[src/rtl/query_initiator.sv]
// rtl/query_initiator.sv - slot-driven query burst initiator with latency measurement
//
// Purpose:
//   On each enabled slot tick, issues a burst of QUERIES_PER_SLOT queries to the
//   responder, one at a time, using consecutive non-zero seed values. It measures
//   each query's response latency in clocks, reports every result and tracks the
//   seed with the largest non-timeout latency.
//
// Ports:
//   iClk, iRsn          clock, synchronous active-high reset
//   iEnable             allows bursts to start and to continue
//   iSlotTick           slot tick pulse
//   iSeedLoadEn, iSeed  seed load (IDLE only, zero loads as 1)
//   iClrMax             clear maximum tracking
//   oQueryDataEn/Data   one-cycle query issue strobe and value
//   iQueryEnd           end pulse from the responder
//   oResult*            one-cycle result strobe with held seed/steps/timeout
//   oMaxSeed/oMaxSteps  seed with the largest non-timeout step count
//   oBusy               initiator is not idle
//   oSlotOverrun        tick arrived while busy (registered pulse)

module query_initiator #(
    parameter int BW_QUERY_DATA    = 4,
    parameter int BW_STEP          = 16,
    parameter int QUERIES_PER_SLOT = 4,
    parameter int TIMEOUT          = 64
) (
    input  logic                     iClk,
    input  logic                     iRsn,
    input  logic                     iEnable,
    input  logic                     iSlotTick,
    input  logic                     iSeedLoadEn,
    input  logic [BW_QUERY_DATA-1:0] iSeed,
    input  logic                     iClrMax,
    output logic                     oQueryDataEn,
    output logic [BW_QUERY_DATA-1:0] oQueryData,
    input  logic                     iQueryEnd,
    output logic                     oResultValid,
    output logic [BW_QUERY_DATA-1:0] oResultSeed,
    output logic [BW_STEP-1:0]       oResultSteps,
    output logic                     oResultTimeout,
    output logic [BW_QUERY_DATA-1:0] oMaxSeed,
    output logic [BW_STEP-1:0]       oMaxSteps,
    output logic                     oBusy,
    output logic                     oSlotOverrun
);

    // The query counter only needs to reach QUERIES_PER_SLOT-1: the last
    // query is detected before the increment.
    localparam int QCW = (QUERIES_PER_SLOT > 1) ? $clog2(QUERIES_PER_SLOT) : 1;

    typedef enum logic [1:0] {
        ST_IDLE,
        ST_ISSUE,
        ST_WAIT,
        ST_REPORT
    } state_t;

    state_t                   state;
    logic [BW_QUERY_DATA-1:0] seed;
    logic [BW_QUERY_DATA-1:0] loadSeed;
    logic [BW_QUERY_DATA-1:0] nextSeed;
    logic [QCW-1:0]           queryCnt;
    logic [BW_STEP-1:0]       stepCnt;
    logic                     lastQuery;

    // A zero query never ends, so zero is never allowed into the seed register.
    always_comb begin
        loadSeed  = (iSeed == '0) ? BW_QUERY_DATA'(1) : iSeed;
        nextSeed  = (&seed) ? BW_QUERY_DATA'(1) : seed + BW_QUERY_DATA'(1);
        lastQuery = (queryCnt == QCW'(QUERIES_PER_SLOT - 1));
    end

    assign oBusy = (state != ST_IDLE);

    always_ff @(posedge iClk) begin
        if (iRsn) begin
            state          <= ST_IDLE;
            seed           <= BW_QUERY_DATA'(1);
            queryCnt       <= '0;
            stepCnt        <= '0;
            oQueryDataEn   <= 1'b0;
            oQueryData     <= '0;
            oResultValid   <= 1'b0;
            oResultSeed    <= '0;
            oResultSteps   <= '0;
            oResultTimeout <= 1'b0;
            oMaxSeed       <= '0;
            oMaxSteps      <= '0;
            oSlotOverrun   <= 1'b0;
        end else begin
            oQueryDataEn <= 1'b0;
            oQueryData   <= '0;
            oResultValid <= 1'b0;
            oSlotOverrun <= iSlotTick && (state != ST_IDLE);

            case (state)
                ST_IDLE: begin
                    if (iSeedLoadEn) begin
                        seed <= loadSeed;
                    end
                    if (iSlotTick && iEnable) begin
                        state        <= ST_ISSUE;
                        queryCnt     <= '0;
                        stepCnt      <= '0;
                        oQueryDataEn <= 1'b1;
                        // A coincident load is used by the first query.
                        oQueryData   <= iSeedLoadEn ? loadSeed : seed;
                    end
                end

                ST_ISSUE: begin
                    // Preloaded so the first WAIT cycle reads 1.
                    stepCnt <= BW_STEP'(1);
                    state   <= ST_WAIT;
                end

                ST_WAIT: begin
                    if (iQueryEnd) begin
                        oResultValid   <= 1'b1;
                        oResultSeed    <= seed;
                        oResultSteps   <= stepCnt;
                        oResultTimeout <= 1'b0;
                        state          <= ST_REPORT;
                    end else if (stepCnt == BW_STEP'(TIMEOUT)) begin
                        oResultValid   <= 1'b1;
                        oResultSeed    <= seed;
                        oResultSteps   <= BW_STEP'(TIMEOUT);
                        oResultTimeout <= 1'b1;
                        state          <= ST_REPORT;
                    end else begin
                        stepCnt <= stepCnt + BW_STEP'(1);
                    end
                end

                ST_REPORT: begin
                    // Strict compare: a tie keeps the earlier seed.
                    if (!oResultTimeout && (oResultSteps > oMaxSteps)) begin
                        oMaxSeed  <= oResultSeed;
                        oMaxSteps <= oResultSteps;
                    end
                    seed     <= nextSeed;
                    queryCnt <= queryCnt + QCW'(1);
                    if (lastQuery || !iEnable) begin
                        state <= ST_IDLE;
                    end else begin
                        state        <= ST_ISSUE;
                        stepCnt      <= '0;
                        oQueryDataEn <= 1'b1;
                        oQueryData   <= nextSeed;
                    end
                end

                default: begin
                    state <= ST_IDLE;
                end
            endcase

            // Placed after the REPORT update so the clear wins on a collision.
            if (iClrMax) begin
                oMaxSeed  <= '0;
                oMaxSteps <= '0;
            end
        end
    end

endmodule

[config.mk]
export PLATFORM = sky130hd
export DESIGN_NAME = query_initiator
export DESIGN_NICKNAME = d
export VERILOG_FILES = /design/src/rtl/query_initiator.sv
export SDC_FILE = /design/constraint.sdc
export NUM_CORES = 1
export LEC_CHECK = 0
export CAP_MARGIN = 20
export CORE_MARGIN = 4
export CORE_UTILIZATION = 53
export CTS_CLUSTER_SIZE = 20
export DETAILED_ROUTE_END_ITERATION = 8
export GPL_TIMING_DRIVEN = 1
export HOLD_SLACK_MARGIN = 0.03
export PLACE_DENSITY = 0.8
export SETUP_SLACK_MARGIN = 0.02
export SYNTH_ARGS = -nofsm -noshare
export SYNTH_HDL_FRONTEND = slang
export SYNTH_SLANG_ARGS = --single-unit
[constraint.sdc]
create_clock -name iClk -period 2.5 [get_ports iClk]
set_input_delay 0.5 -clock iClk [delete_from_list [all_inputs] [get_ports iClk]]
set_output_delay 0.5 -clock iClk [all_outputs]
set_load 0.02 [all_outputs]
==> results_dict.tcl <==
set metrics [dict create \
    status "completed" \
    synth.mux.area_fraction_pct 7.58 \
    viasPerCell 5.71 \
    end_kind "output pin" \
    numCtsBuffers 9 \
    min_path_type "register to register" \
    setup_viol 0 \
    synth_top_area_share_pct 39.9 \
    route.detailed.wl_per_inst_um 14.8 \
    holdBufCountCts 0 \
    syn_nets 468 \
    clkTransAtPathRegs_ns 0.08 \
    multi_input_area_um2 1960 \
    seq_area_um2 1440 \
    synth_commonest_cells "72 x dfxtp_1, 69 x nand2_1, 35 x a21oi_1" \
    worstPathCellList "inv_1 > ha_1 > inv_1 > clkdlybuf4s50_1" \
    synth-seq-cells 72 \
    yosysMostFrequentCell "dfxtp_1" \
    synth-adder-area-share_pct 8.31 \
    critPathKind "register to output pin" \
    crit_slowest_cell "clkdlybuf4s50_1" \
    wl_um 8460 \
    die_width_um 90.6 \
    worstSetupStartpoint "state[0]" \
    cap_violations 0 \
    reg2reg_depth 7 \
    arrival_ns 1.86 \
    ys_warn_count 0 \
    syn_area_um2 3610 \
    ys_seq_area_share_pct 39.9 \
    ir_drop_mv 0.641 \
    drive_above_1_share_pct 7.07 \
    fin_skew_ns 0.00482 \
    clkLatencyLatePin_ns 0.34 \
    r2r_start "stepCnt[0]" \
    dpl.hpwl_um 6250 \
    num-fill-cells 490 \
    syn_inst 433 \
    critPathTopFamily "buffers and inverters" \
    synth.avg_cell_area_um2 8.35 \
    yosysTopAreaCell "dfxtp_1" \
    drtIter0Drc 179 \
    crit_path_max_fanout 8 \
    dieHeight_um 90.6 \
    holdPathEnd "oMaxSeed[2]" \
    grt_pass1_wl_um 14700 \
    grt_max_degree 41 \
    nNetsFinal 525 \
    ios 60 \
    worstSetupStartpointType "register" \
    synth_ff_type "dfxtp_1" \
    port_buffers 59 \
    grt.overflow.total 0 \
    tns_ns 0 \
    relSlewSlack_pct 66.9 \
    period_share_pct 94.6 \
    async_reset_ff_share_pct 0 \
    grt_use_total_pct 21.6 \
    p_per_area_nw_per_um2 677 \
    rrSetupSlack_ns 0.19 \
    synthTopCellsByArea "dfxtp_1 40%, ha_1 8.3%, nand2_1 7.2%" \
    fmax_mhz 423 \
    antennaDiodeCount 0 \
    holdPathStages 2 \
    die-area_um2 8210 \
    antenna_found_initial 0 \
    tightest_slew_ns 0.484 \
    cpMostUsedCell "inv_1" \
    hold_violations 0 \
    synth-compound-area-share_pct 16.2 \
    hold_start "oMaxSeed[2]" \
    syn_to_final_growth_pct 24.2 \
    grt_pass1_vias 3192 \
    vias 3266 \
    cts_setup_buffers 0 \
    slew_violations 0 \
    power_mw 3.04 \
    cts_root_buffer "clkbuf_8" \
    synth_cell_types 52 \
    start_util_pct 55.7 \
    cts_max_path_buffers 2 \
    yosys.area_share.simple_pct 21.2 \
    slowest_delay_ns 0.62 \
    final_core_util_pct 69.1 \
    cts_tree "done" \
    drt_pass1_iterations 5 \
    drc 0 \
    drtAntennaViolNets 0 \
    reg2reg_to "stepCnt[9]" \
    finalCriticalPeriod_ns 2.36 \
    synth_top_family_by_area "simple AND/OR/NAND/NOR gates" \
    rows 29 \
    required_ns 2.00 \
    cts_max_level 3 \
    place_congestion 0.861 \
    rsz0062_at_grt "false" \
    numClockSinks 72 \
    synth_edf_count 0 \
    p_leak_nw 1.58 \
    core-area_um2 6490 \
    synth-xor-area-share_pct 0.727 \
    cp_num_buf_inv 3 \
]
layer usage:
metal	vias up	global-route usage [%]	share of wire (%)
li1	1632	-	-
met1	1527	25.7	44
met2	91	37.4	49
met3	16	4.42	5.0
met4	0	9.18	1.7
met5	-	0	0
power breakdown:
| part | internal [mW] | switching [mW] |
|---|---|---|
| Clock | 0.483 | 0.439 |
| Sequential | 1.21 | 0.0700 |
| Combinational | 0.320 | 0.514 |
| Total | 2.01 | 1.02 |
cell usage in the layout (no fill, tap or decap), types with 5 or more instances in the layout:
cell type / count
a21oi_1: 35
clkdlybuf4s50_1: 59
or3_1: 5
buf_4: 11
nand2_1: 69
ha_1: 24
mux2i_1: 24
inv_1: 28
nand3_1: 13
dfxtp_1: 72
o21ai_0: 11
nor2_1: 33
clkbuf_8: 10
a22oi_1: 13
o31ai_1: 5
nor3_1: 10
state kept, by name, summed over array words and instances (netlist names):
signal and cells:
oResultValid 1, state 2, queryCnt 2, oMaxSeed 4, seed 4, oResultTimeout 1, oQueryDataEn 1, oResultSeed 4
stepCnt 16, oSlotOverrun 1, oResultSteps 16, oQueryData 4, oMaxSteps 16
kinds of logic after synthesis:
family / Yosys count
flip-flops: 72
AO/OA/AOI/OAI: 91
buffers and inverters: 53
XOR/XNOR: 3
adder cells (fa/ha/maj): 24
multiplexers: 27
AND/OR/NAND/NOR: 163
repair_timing:
action | CTS | global route
gates resized for setup | 0 | 1
endpoints found under the setup margin | 0 | 7
endpoints found under the hold margin | 0 | 0
through the flow:
stage / cells / worst slack, ns / hold slack [ns] / area, um2
3_5_place_dp: 556 / 0.0528 / 0.453 / 4290
3_3_place_gp: 556 / 0.162 / 0.444 / 4290
5_1_grt: 572 / 0.0266 / 0.494 / 4490
2_1_floorplan: 433 / 0.412 / 0.448 / 3610
4_1_cts: 572 / 0.125 / 0.468 / 4490
6_report: 572 / 0.135 / 0.461 / 4490
how the worst max path moves through the flow:
stage	endpoint	slack, ns	cells past startpoint
3_5_place_dp	stepCnt[9]	0.05	6
2_1_floorplan	oMaxSeed[0]	0.41	8
6_report	oBusy	0.14	4
3_3_place_gp	stepCnt[15]	0.16	6
4_1_cts	oBusy	0.12	4
5_1_grt	stepCnt[11]	0.03	7
worst reg2reg max path, stage by stage (launching register included):
cell      delay, ns
dfxtp_1        0.43
inv_1          0.09
ha_1           0.22
nor4bb_1       0.15
a41o_1         0.36
a21o_1         0.32
or4_1          0.53
a21oi_1        0.15
area by class of cell:
type | count | share of cell area [%]
Sequential cell | 72 | 32.1
Tap cell | 77 | 2.15
Inverter | 28 | 2.34
Timing Repair Buffer | 71 | 15.4
Clock buffer | 10 | 3.07
Clock inverter | 6 | 1.31
Multi-Input combinational cell | 308 | 43.6
Note: power is estimated with default switching activity, not from simulation.
